--- src/rtl/midi_pkg.sv ---
// midi_pkg
// Shared types and constants for the MIDI voice allocator.
//   alloc_state_t : allocator FSM states (IDLE, SCAN, COMMIT)
//   NOTE_W, VEL_W : MIDI note / velocity widths
//   ADDR_*        : slot register addresses
package midi_pkg;

  typedef enum logic [1:0] {
    IDLE   = 2'd0,
    SCAN   = 2'd1,
    COMMIT = 2'd2
  } alloc_state_t;

  localparam int NOTE_W = 7;
  localparam int VEL_W  = 7;

  localparam logic [4:0] ADDR_STATUS = 5'd0;
  localparam logic [4:0] ADDR_CTRL   = 5'd1;
  localparam logic [4:0] ADDR_VOICE0 = 5'd2;

endpackage

--- src/rtl/midi_voice_slot.sv ---
// midi_voice_slot
// State for one synthesizer voice: gate, note, velocity and a saturating age.
// Ports:
//   clk, reset_n              : clock, async active-low reset
//   do_clear                  : all-notes-off (gate=0, age=0, no trig)
//   do_assign                 : new note (gate=1, note, vel, age=0, trig)
//   do_retrig                 : same note struck again (vel, age=0, trig)
//   do_release                : note-off (gate=0, note/vel/age kept)
//   do_age                    : age+1 if gated, saturating
//   note_in, vel_in           : values for assign/retrigger
//   gate, note, vel, age, trig: voice state; trig is a one-cycle pulse
module midi_voice_slot
  import midi_pkg::*;
#(
  parameter int AGE_W = 8
) (
  input  logic              clk,
  input  logic              reset_n,
  input  logic              do_clear,
  input  logic              do_assign,
  input  logic              do_retrig,
  input  logic              do_release,
  input  logic              do_age,
  input  logic [NOTE_W-1:0] note_in,
  input  logic [VEL_W-1:0]  vel_in,
  output logic              gate,
  output logic [NOTE_W-1:0] note,
  output logic [VEL_W-1:0]  vel,
  output logic [AGE_W-1:0]  age,
  output logic              trig
);

  // Commands are mutually exclusive in practice; the priority chain only
  // makes the intent explicit. trig defaults low so it never lasts longer
  // than the cycle following an assign or retrigger.
  always_ff @(posedge clk or negedge reset_n) begin
    if (!reset_n) begin
      gate <= 1'b0;
      note <= '0;
      vel  <= '0;
      age  <= '0;
      trig <= 1'b0;
    end else begin
      trig <= 1'b0;
      if (do_clear) begin
        gate <= 1'b0;
        age  <= '0;
      end else if (do_assign) begin
        gate <= 1'b1;
        note <= note_in;
        vel  <= vel_in;
        age  <= '0;
        trig <= 1'b1;
      end else if (do_retrig) begin
        vel  <= vel_in;
        age  <= '0;
        trig <= 1'b1;
      end else if (do_release) begin
        gate <= 1'b0;
      end else if (do_age && gate && (age != '1)) begin
        age <= age + AGE_W'(1);
      end
    end
  end

endmodule

--- src/rtl/midi_voice_alloc.sv ---
// midi_voice_alloc
// Assigns decoded MIDI note-on/off events to NUM_VOICES voices. Each event is
// scanned one voice per cycle, then committed (retrigger, free assign or steal
// of the oldest voice). Status and all-notes-off are on the MMIO slot.
// Ports:
//   clk, reset_n                        : clock, async active-low reset
//   ev_valid/ev_ready, ev_on/note/vel   : event handshake and payload
//   voice_gate/note/vel/trig            : per-voice outputs (packed)
//   cs, read, write, addr, wr_data      : slot strobes and write data
//   rd_data                             : combinational slot read data
module midi_voice_alloc
  import midi_pkg::*;
#(
  parameter int NUM_VOICES = 4,
  parameter int AGE_W      = 8
) (
  input  logic                         clk,
  input  logic                         reset_n,
  input  logic                         ev_valid,
  output logic                         ev_ready,
  input  logic                         ev_on,
  input  logic [NOTE_W-1:0]            ev_note,
  input  logic [VEL_W-1:0]             ev_vel,
  output logic [NUM_VOICES-1:0]        voice_gate,
  output logic [NOTE_W*NUM_VOICES-1:0] voice_note,
  output logic [VEL_W*NUM_VOICES-1:0]  voice_vel,
  output logic [NUM_VOICES-1:0]        voice_trig,
  input  logic                         cs,
  input  logic                         read,
  input  logic                         write,
  input  logic [4:0]                   addr,
  input  logic [31:0]                  wr_data,
  output logic [31:0]                  rd_data
);

  localparam int IDX_W = $clog2(NUM_VOICES);
  localparam logic [IDX_W-1:0] LAST_IDX = IDX_W'(NUM_VOICES - 1);

  alloc_state_t state, state_next;

  logic [IDX_W-1:0]  scan_idx;
  logic              on_q;
  logic [NOTE_W-1:0] note_q;
  logic [VEL_W-1:0]  vel_q;

  logic              match_found, free_found;
  logic [IDX_W-1:0]  match_idx, free_idx, oldest_idx;
  logic [AGE_W-1:0]  oldest_age;

  logic [7:0]        steal_cnt;
  logic              panic_pend;

  logic [NOTE_W-1:0] slot_note [NUM_VOICES];
  logic [VEL_W-1:0]  slot_vel  [NUM_VOICES];
  logic [AGE_W-1:0]  slot_age  [NUM_VOICES];

  logic              handshake, panic_wr, steal_clr, panic_exec;
  logic              commit_on, commit_off, stealing, scan_first;
  logic [IDX_W-1:0]  target;
  logic              unused_wr_bits;

  assign unused_wr_bits = ^wr_data[31:2];

  assign ev_ready  = (state == IDLE) && !panic_pend;
  assign handshake = ev_valid && ev_ready;
  assign panic_wr  = cs && write && (addr == ADDR_CTRL) && wr_data[0];
  assign steal_clr = cs && write && (addr == ADDR_CTRL) && wr_data[1];

  // A panic requested together with a handshake is deferred so the
  // accepted event still completes; otherwise IDLE clears immediately.
  assign panic_exec = (state == IDLE) && (panic_pend || (panic_wr && !handshake));

  assign commit_on  = (state == COMMIT) && on_q;
  assign commit_off = (state == COMMIT) && !on_q;
  assign stealing   = commit_on && !match_found && !free_found;
  assign target     = match_found ? match_idx : (free_found ? free_idx : oldest_idx);
  assign scan_first = (scan_idx == '0);

  always_ff @(posedge clk or negedge reset_n) begin
    if (!reset_n) state <= IDLE;
    else          state <= state_next;
  end

  always_comb begin
    state_next = state;
    case (state)
      IDLE:    if (handshake) state_next = SCAN;
      SCAN:    if (scan_idx == LAST_IDX) state_next = COMMIT;
      COMMIT:  state_next = IDLE;
      default: state_next = IDLE;
    endcase
  end

  // Event latch and scan trackers. On the first scanned voice each tracker is
  // overwritten so stale results from the previous event never leak through.
  // Oldest uses a strict compare so ties stay with the lower index.
  always_ff @(posedge clk or negedge reset_n) begin
    if (!reset_n) begin
      scan_idx    <= '0;
      on_q        <= 1'b0;
      note_q      <= '0;
      vel_q       <= '0;
      match_found <= 1'b0;
      match_idx   <= '0;
      free_found  <= 1'b0;
      free_idx    <= '0;
      oldest_idx  <= '0;
      oldest_age  <= '0;
    end else if (handshake) begin
      scan_idx <= '0;
      on_q     <= ev_on && (ev_vel != '0);
      note_q   <= ev_note;
      vel_q    <= ev_vel;
    end else if (state == SCAN) begin
      scan_idx <= scan_idx + IDX_W'(1);
      if (scan_first || !match_found) begin
        match_found <= voice_gate[scan_idx] && (slot_note[scan_idx] == note_q);
        match_idx   <= scan_idx;
      end
      if (scan_first || !free_found) begin
        free_found <= !voice_gate[scan_idx];
        free_idx   <= scan_idx;
      end
      if (scan_first || (slot_age[scan_idx] > oldest_age)) begin
        oldest_age <= slot_age[scan_idx];
        oldest_idx <= scan_idx;
      end
    end
  end

  always_ff @(posedge clk or negedge reset_n) begin
    if (!reset_n) begin
      steal_cnt  <= '0;
      panic_pend <= 1'b0;
    end else begin
      if (steal_clr)
        steal_cnt <= '0;
      else if (stealing && (steal_cnt != 8'hFF))
        steal_cnt <= steal_cnt + 8'd1;

      if (panic_exec)
        panic_pend <= 1'b0;
      else if (panic_wr)
        panic_pend <= 1'b1;
    end
  end

  for (genvar i = 0; i < NUM_VOICES; i++) begin : g_slot
    midi_voice_slot #(.AGE_W(AGE_W)) u_slot (
      .clk        (clk),
      .reset_n    (reset_n),
      .do_clear   (panic_exec),
      .do_assign  (commit_on && !match_found && (target == IDX_W'(i))),
      .do_retrig  (commit_on && match_found && (match_idx == IDX_W'(i))),
      .do_release (commit_off && match_found && (match_idx == IDX_W'(i))),
      .do_age     (commit_on && (target != IDX_W'(i))),
      .note_in    (note_q),
      .vel_in     (vel_q),
      .gate       (voice_gate[i]),
      .note       (voice_note[i*NOTE_W +: NOTE_W]),
      .vel        (voice_vel[i*VEL_W +: VEL_W]),
      .age        (slot_age[i]),
      .trig       (voice_trig[i])
    );
    assign slot_note[i] = voice_note[i*NOTE_W +: NOTE_W];
    assign slot_vel[i]  = voice_vel[i*VEL_W +: VEL_W];
  end

  // Slot read mux; voice registers occupy ADDR_VOICE0 upward, everything
  // else (including the write-only control address) reads as zero.
  always_comb begin
    rd_data = '0;
    if (cs && read) begin
      if (addr == ADDR_STATUS) begin
        rd_data[7:0]  = 8'(voice_gate);
        rd_data[15:8] = steal_cnt;
        rd_data[16]   = (state != IDLE);
        rd_data[17]   = panic_pend;
      end
      for (int i = 0; i < NUM_VOICES; i++) begin
        if (addr == ADDR_VOICE0 + 5'(i)) begin
          rd_data[6:0]   = slot_note[i];
          rd_data[14:8]  = slot_vel[i];
          rd_data[16]    = voice_gate[i];
          rd_data[31:24] = 8'(slot_age[i]);
        end
      end
    end
  end

endmodule

--- config.mk ---
export PLATFORM = sky130hd
export DESIGN_NAME = midi_voice_alloc
export DESIGN_NICKNAME = d
export VERILOG_FILES = /design/src/rtl/midi_pkg.sv /design/src/rtl/midi_voice_slot.sv /design/src/rtl/midi_voice_alloc.sv
export SDC_FILE = /design/constraint.sdc
export NUM_CORES = 1
export LEC_CHECK = 0
export CAP_MARGIN = 15
export CORE_ASPECT_RATIO = 0.5
export CORE_MARGIN = 4
export CORE_UTILIZATION = 41
export CTS_CLUSTER_SIZE = 30
export DETAILED_ROUTE_END_ITERATION = 7
export PLACE_DENSITY = 0.76
export SKIP_LAST_GASP = 1
export SYNTH_ARGS = -nofsm -noshare
export SYNTH_HDL_FRONTEND = slang
export SYNTH_SLANG_ARGS = --single-unit
--- constraint.sdc ---
create_clock -name clk -period 3.6 [get_ports clk]
set_input_delay 0.72 -clock clk [delete_from_list [all_inputs] [get_ports clk]]
set_output_delay 0.72 -clock clk [all_outputs]
set_load 0.005 [all_outputs]
==> results.cfg, run 1 <==
[logic_synthesis]
yosys_warnings = 0
ys.flop_type = dfrtp_1
synth_area_per_cell_um2 = 10.58
yosysMostFrequentCell = dfrtp_1
yosys.area.top_type = dfrtp_1
ys_seq_area_share_pct = 43.80
synth_edf_count = 0
ys_seq_elements = 140
postSynthCellCount = 756
ys_async_sr_fraction_pct = 100.0
synth_top_area_share_pct = 43.80
synth.distinct_cells = 64
synth_common_cells = dfrtp_1 (140), nand2_1 (108), mux2_2 (80)
synth_area_um2 = 7998
netlist_top_cells_area = dfrtp_1 (44%), mux2_2 (11%), nand2_1 (5.1%)

[sta]
slew_headroom_pct = 38.02
setup_viol = 0
setup_ws_ns = 0.1274
period_share_pct = 96.46
drv_slew = 0
grt_setup_unrepaired = false
worst_hold_slack_ns = 0.3303
period_minus_slack_ns = 3.473
hold_violations = 0
fin_worst_skew_ns = 0.01033
worst_slew_pin_slew_ns = 0.9235
fmax_mhz = 288.0

[global_route]
antenna_found_initial = 2
grt_max_degree = 88
grt_overflow = 0
grt_pass1_wl_um = 37140
grt_usage_pct = 21.56
grt_pass1_vias = 6761

[cells_and_area]
final_cell_area_um2 = 10150
area_delta_synth_final_pct = 26.92
layout-drive-gt1-share_pct = 21.36
postLayoutCoreUtil_pct = 54.03
fin_nets = 954
fill_cells = 1556

[worst_setup_path]
end_kind = output pin
worstPathArrival_ns = 2.75
r2r_start = scan_idx[0]
path_class = in2out
startpoint_type = input pin
path_max_fanout = 8
required_ns = 2.88
ff2ff_setup_slack_ns = 0.45
reg2reg_to = oldest_age[2]
ff2ff_path_depth = 8

[power_and_ir_drop]
max-vdd-ir-drop_uv = 451.0
p_per_area_nw_per_um2 = 685.6
p_leak_nw = 4.390
total_power_mw = 6.960

[hold_path]
hold_class = in2async

[clock_tree]
clockBufferDepth = 2
tritoncts = built
clkTransAtPathRegs_ns = 0.07
root_buffer = clkbuf_16
cts_made_buffers = 17
clk_latency_ns = 0.43
htree_levels = 4
cts.sinks = 140

[routing]
wirelength_um = 23000
viasPerCell = 5.661
wire_per_inst_um = 19.92
dr.pass1.iters = 5
via_count = 6539
drc_errors = 0
dr.first_iter.drc_count = 612
antenna_left = 0

[floorplan]
core_area_um2 = 18790
die_x_um = 205.5
initial_core_util_pct = 42.57
die_h_um = 106.8
num_rows = 35
die_area_um2 = 21940
ios = 155

[placement]
place_area_um2 = 9503
dp_slack_ns = -0.1242
hpwl_um = 16210
portBuffers = 117
place_congestion = 0.8991

[run_status]
status = finished, final reports clean

[job]
drv_cap = 0
-- registers in the layout, indices dropped and copies added, names as in the netlist, 4 cells and up --
| signal | cells |
|---|---|
| note_q | 7 |
| g_slot.u_slot.vel | 28 |
| g_slot.u_slot.gate | 4 |
| g_slot.u_slot.trig | 4 |
| steal_cnt | 8 |
| vel_q | 7 |
| g_slot.u_slot.note | 28 |
| oldest_age | 8 |
| g_slot.u_slot.age | 32 |
-- timing repair --
item                                    in CTS  in global routing
pin swaps                                    1                  1
hold buffers                                 0                  0
endpoints found under the setup margin      20                  5
buffers inserted                             2                  0
gates cloned                                 2                  0
resized for setup                           12                  1
-- per-layer routing --
| layer | GRT usage (%) | vias up | wire length (um) | share of wire, % |
|---|---|---|---|---|
| li1 | - | 2968 | - | - |
| met1 | 28.29 | 3302 | 9983 | 43 |
| met2 | 35.16 | 222 | 11020 | 48 |
| met3 | 4.714 | 47 | 1461 | 6.4 |
| met4 | 8.309 | 0 | 541 | 2.4 |
| met5 | 0 | - | 0 | 0 |
-- power breakdown --
part	leakage (nW)	internal, mW	switching, mW	total, mW
logic	2.26	1.35	1.12	2.47
clock network	0.291	0.993	0.796	1.79
registers	1.84	2.02	0.682	2.70
-- kinds of logic (layout without fill, tap and decap cells) --
group / after synthesis / count (layout) / synth area share [%]
AOI/OAI and AO/OA: 113 / 113 / 10.11
xor gates and xnor gates: 37 / 37 / 4.052
adders and majority gates: 15 / 15 / 2.347
buffers and inverters: 63 / 195 / 3.896
DFF: 140 / 140 / 43.80
muxes: 113 / 113 / 18.52
other: 1 / 9 / 0.04689
and+or+nand+nor: 274 / 274 / 17.22
-- critical path, cell delays in order --
cell and delay [ns]:
clkdlybuf4s50_1 0.61, buf_4 0.18, and2_1 0.16, buf_12 0.14, a22oi_1 0.07, a221oi_1 0.30, clkdlybuf4s50_1 0.56
-- layout make-up --
type | instances | area, um^2 | share of cell area [%]
Antenna cell | 2 | 5.005 | 0.04930
Clock buffer | 17 | 425.4 | 4.191
Clock inverter | 15 | 166.4 | 1.639
Inverter | 17 | 63.81 | 0.6286
Multi-Input combinational cell | 559 | 4232 | 41.69
Sequential cell | 140 | 3503 | 34.51
Tap cell | 259 | 324.1 | 3.192
Timing Repair Buffer | 146 | 1431 | 14.10
-- cell usage in the layout (no fill, tap or decap), drive strengths merged, types with 7 or more instances in the layout --
cell type	count
dfrtp	140
clkdlybuf4s50	112
nand2	109
mux2	90
nor2	61
a21oi	39
buf	30
inv	29
o21ai	27
xnor2	26
clkbuf	17
nand3	17
mux4	16
ha	15
a22oi	14
nor3	14
and3	13
a22o	12
xor2	11
nand4	10
nor4	9
mux2i	7
conb	7
-- metrics by stage --
stage          instances  setup TNS (ns)
2_1_floorplan        762               0
3_3_place_gp        1117          -1.175
3_5_place_dp        1117          -1.185
4_1_cts             1153               0
5_1_grt             1155               0
6_report            1155               0
-- how the worst max path moves through the flow --
stage                     start            end  slack, ns  depth (start not counted)
detailed placement      addr[0]     rd_data[1]      -0.12                          8
floorplan           scan_idx[0]  oldest_idx[1]       0.34                          8
finish                  addr[1]    rd_data[30]       0.13                          7
global placement        addr[0]    rd_data[16]      -0.11                          7
global route            addr[1]     rd_data[3]      0.006                          8
CTS                     addr[1]    rd_data[30]       0.07                          6
Note: power is estimated with default switching activity, not from simulation.
==> inputs of run 2 (changes only) <==
--- a/config.mk
+++ b/config.mk
@@ -9,7 +9,6 @@
 export CORE_ASPECT_RATIO = 0.5
 export CORE_MARGIN = 4
 export CORE_UTILIZATION = 41
-export CTS_CLUSTER_SIZE = 30
 export DETAILED_ROUTE_END_ITERATION = 7
 export PLACE_DENSITY = 0.76
 export SKIP_LAST_GASP = 1
==> results of run 2 <==
Same layout as run 1: the final DEF is identical, and so are final timing and power.
==> inputs of run 3 (changes only) <==
--- a/config.mk
+++ b/config.mk
@@ -7,7 +7,7 @@
 export LEC_CHECK = 0
 export CAP_MARGIN = 15
 export CORE_ASPECT_RATIO = 0.5
-export CORE_MARGIN = 4
+export CORE_MARGIN = 2
 export CORE_UTILIZATION = 41
 export DETAILED_ROUTE_END_ITERATION = 7
 export PLACE_DENSITY = 0.76
==> run 3 against run 2 <==
Die area decreased by 5.6%. Cell area increased by 0.28%. Clock power decreased by 6%. Largest power group unchanged. Highest routed layer unchanged.
==> results.cfg, run 3 (synthesis results as in run 1) <==
[run_status]
status = finished, final reports clean

[sta]
worst_hold_slack_ns = 0.1280
period_minus_slack_ns = 3.558
hold_violations = 0
fin_worst_skew_ns = 0.008543
fmax_mhz = 281.0
grt_setup_unrepaired = true
worst_slew_pin_slew_ns = 0.9816
period_share_pct = 98.85
slew_headroom_pct = 34.12
setup_ws_ns = 0.04151
finalSetupTns_ns = 0
drv_slew = 0
setup_viol = 0

[cells_and_area]
fin_nets = 958
layout-drive-gt1-share_pct = 21.83
fill_cells = 1668
regMostFlops = g_slot.u_slot.age
largest_register_ffs = 32
postLayoutCoreUtil_pct = 52.80
final_cell_mix = dfrtp_1 (140), clkdlybuf4s50_1 (112), nand2_1 (108)
final_cell_area_um2 = 10180
area_delta_synth_final_pct = 27.28
top_regs = g_slot.u_slot.age (32), g_slot.u_slot.note (28), g_slot.u_slot.vel (28)
final_common_cell = dfrtp_1

[placement]
place_congestion = 0.8946
dp_slack_ns = -0.1610
portBuffers = 117
hpwl_um = 16100
place_area_um2 = 9487

[routing]
antenna_left = 0
via_count = 6552
wirelength_um = 22780
dr.pass1.iters = 5
viasPerCell = 5.619
wire_per_inst_um = 19.54
dr.first_iter.drc_count = 577
drc_errors = 0

[worst_setup_path]
cp_slowest_cell = clkdlybuf4s50_1
cp_top_family = buffers and inverters
end_kind = output pin
required_ns = 2.88
worstPathCellList = clkdlybuf4s50_1 > buf_4 > nor4_4 > buf_4 > buf_12 > nand2_1 > o21ai_0 > a21oi_1 > nor2_1 > clkdlybuf4s50_1
worstPathArrival_ns = 2.84
max_stage_delay_ns = 0.53
path_class = in2out
cp_num_buf_inv = 5
startpoint_type = input pin
path_max_fanout = 13

[global_route]
grt_pass1_vias = 6543
antenna_found_initial = 2
grt_overflow = 0
grt_usage_pct = 22.30
grt_pass1_wl_um = 35690
grt_max_degree = 124

[power_and_ir_drop]
p_per_area_nw_per_um2 = 670.6
p_leak_nw = 4.423
max-vdd-ir-drop_uv = 489.0

[floorplan]
initial_core_util_pct = 41.48
die_area_um2 = 20710
ios = 155
core_area_um2 = 19280
num_rows = 36
die_h_um = 102.8
die_x_um = 201.5

[clock_tree]
htree_levels = 4
ctsHoldBuffers = 0
clk_latency_ns = 0.43
clockBufferDepth = 2
cts_made_buffers = 17
cts.sinks = 140
tritoncts = built
root_buffer = clkbuf_16
clkTransAtPathRegs_ns = 0.07

[job]
drv_cap = 0

[hold_path]
hold_class = in2async
-- run 3: metrics by stage --
stage	total power [mW]	instances
after floorplan	4.094	762
after global placement	5.020	1124
after detailed placement	5.128	1124
after CTS	6.809	1157
after global routing	7.212	1166
final	6.827	1166
-- run 3: report_power, final --
part	switching [mW]	internal, mW	total, mW
Clock	0.775	0.906	1.68
Sequential	0.666	2.02	2.69
Combinational	1.12	1.34	2.46
-- run 3: timing repair --
action	4_1_cts	5_1_grt
gates resized for setup	5	8
setup endpoints to repair	23	18
setup buffers	1	4
pin swaps	1	3
cloned	0	2
-- run 3: path summary, 6_finish.rpt --
path | from | end | slack (ns) | cells past startpoint
worst max-delay path | addr[4] | rd_data[12] | 0.04 | 10
worst min-delay path | reset_n | g_slot[1].u_slot.vel[3] | 0.13 | 1
worst max register to register | scan_idx[0] | oldest_age[1] | 0.44 | 8
worst min register to register | oldest_age[7] | oldest_age[7] | 0.52 | 1
max in group asynchronous | reset_n | g_slot[1].u_slot.age[7] | 2.50 | 3
min in group clk | oldest_age[7] | oldest_age[7] | 0.52 | 1
-- run 3: layer usage --
metal | global-route usage [%] | vias up | wire length, um | share of wire (%)
li1 | - | 2960 | - | -
met1 | 28.03 | 3334 | 9847 | 43
met2 | 37.90 | 214 | 11030 | 48
met3 | 5.183 | 44 | 1321 | 5.8
met4 | 9.163 | 0 | 587 | 2.6
met5 | 0 | - | 0 | 0
-- run 3: layout make-up --
type	count	area [um^2]	area share, %
multi-input cells	559	4230	41.56
flip-flops and latches	140	3503	34.41
repair buffers	150	1490	14.64
clock buffers	18	429.2	4.216
well taps	266	332.8	3.269
clock inverters	14	125.1	1.229
inverters	17	63.81	0.6268
diodes	2	5.005	0.04916
-- run 3: worst reg2reg max path: cells and delay by family, from the launching register on --
family                   cells  cell delay, ns
multiplexers                 2            0.93
AO/OA/AOI/OAI                3            0.73
flip-flops                   1            0.69
adder cells (fa/ha/maj)      1            0.32
buffers and inverters        1            0.25
AND/OR/NAND/NOR              1            0.13
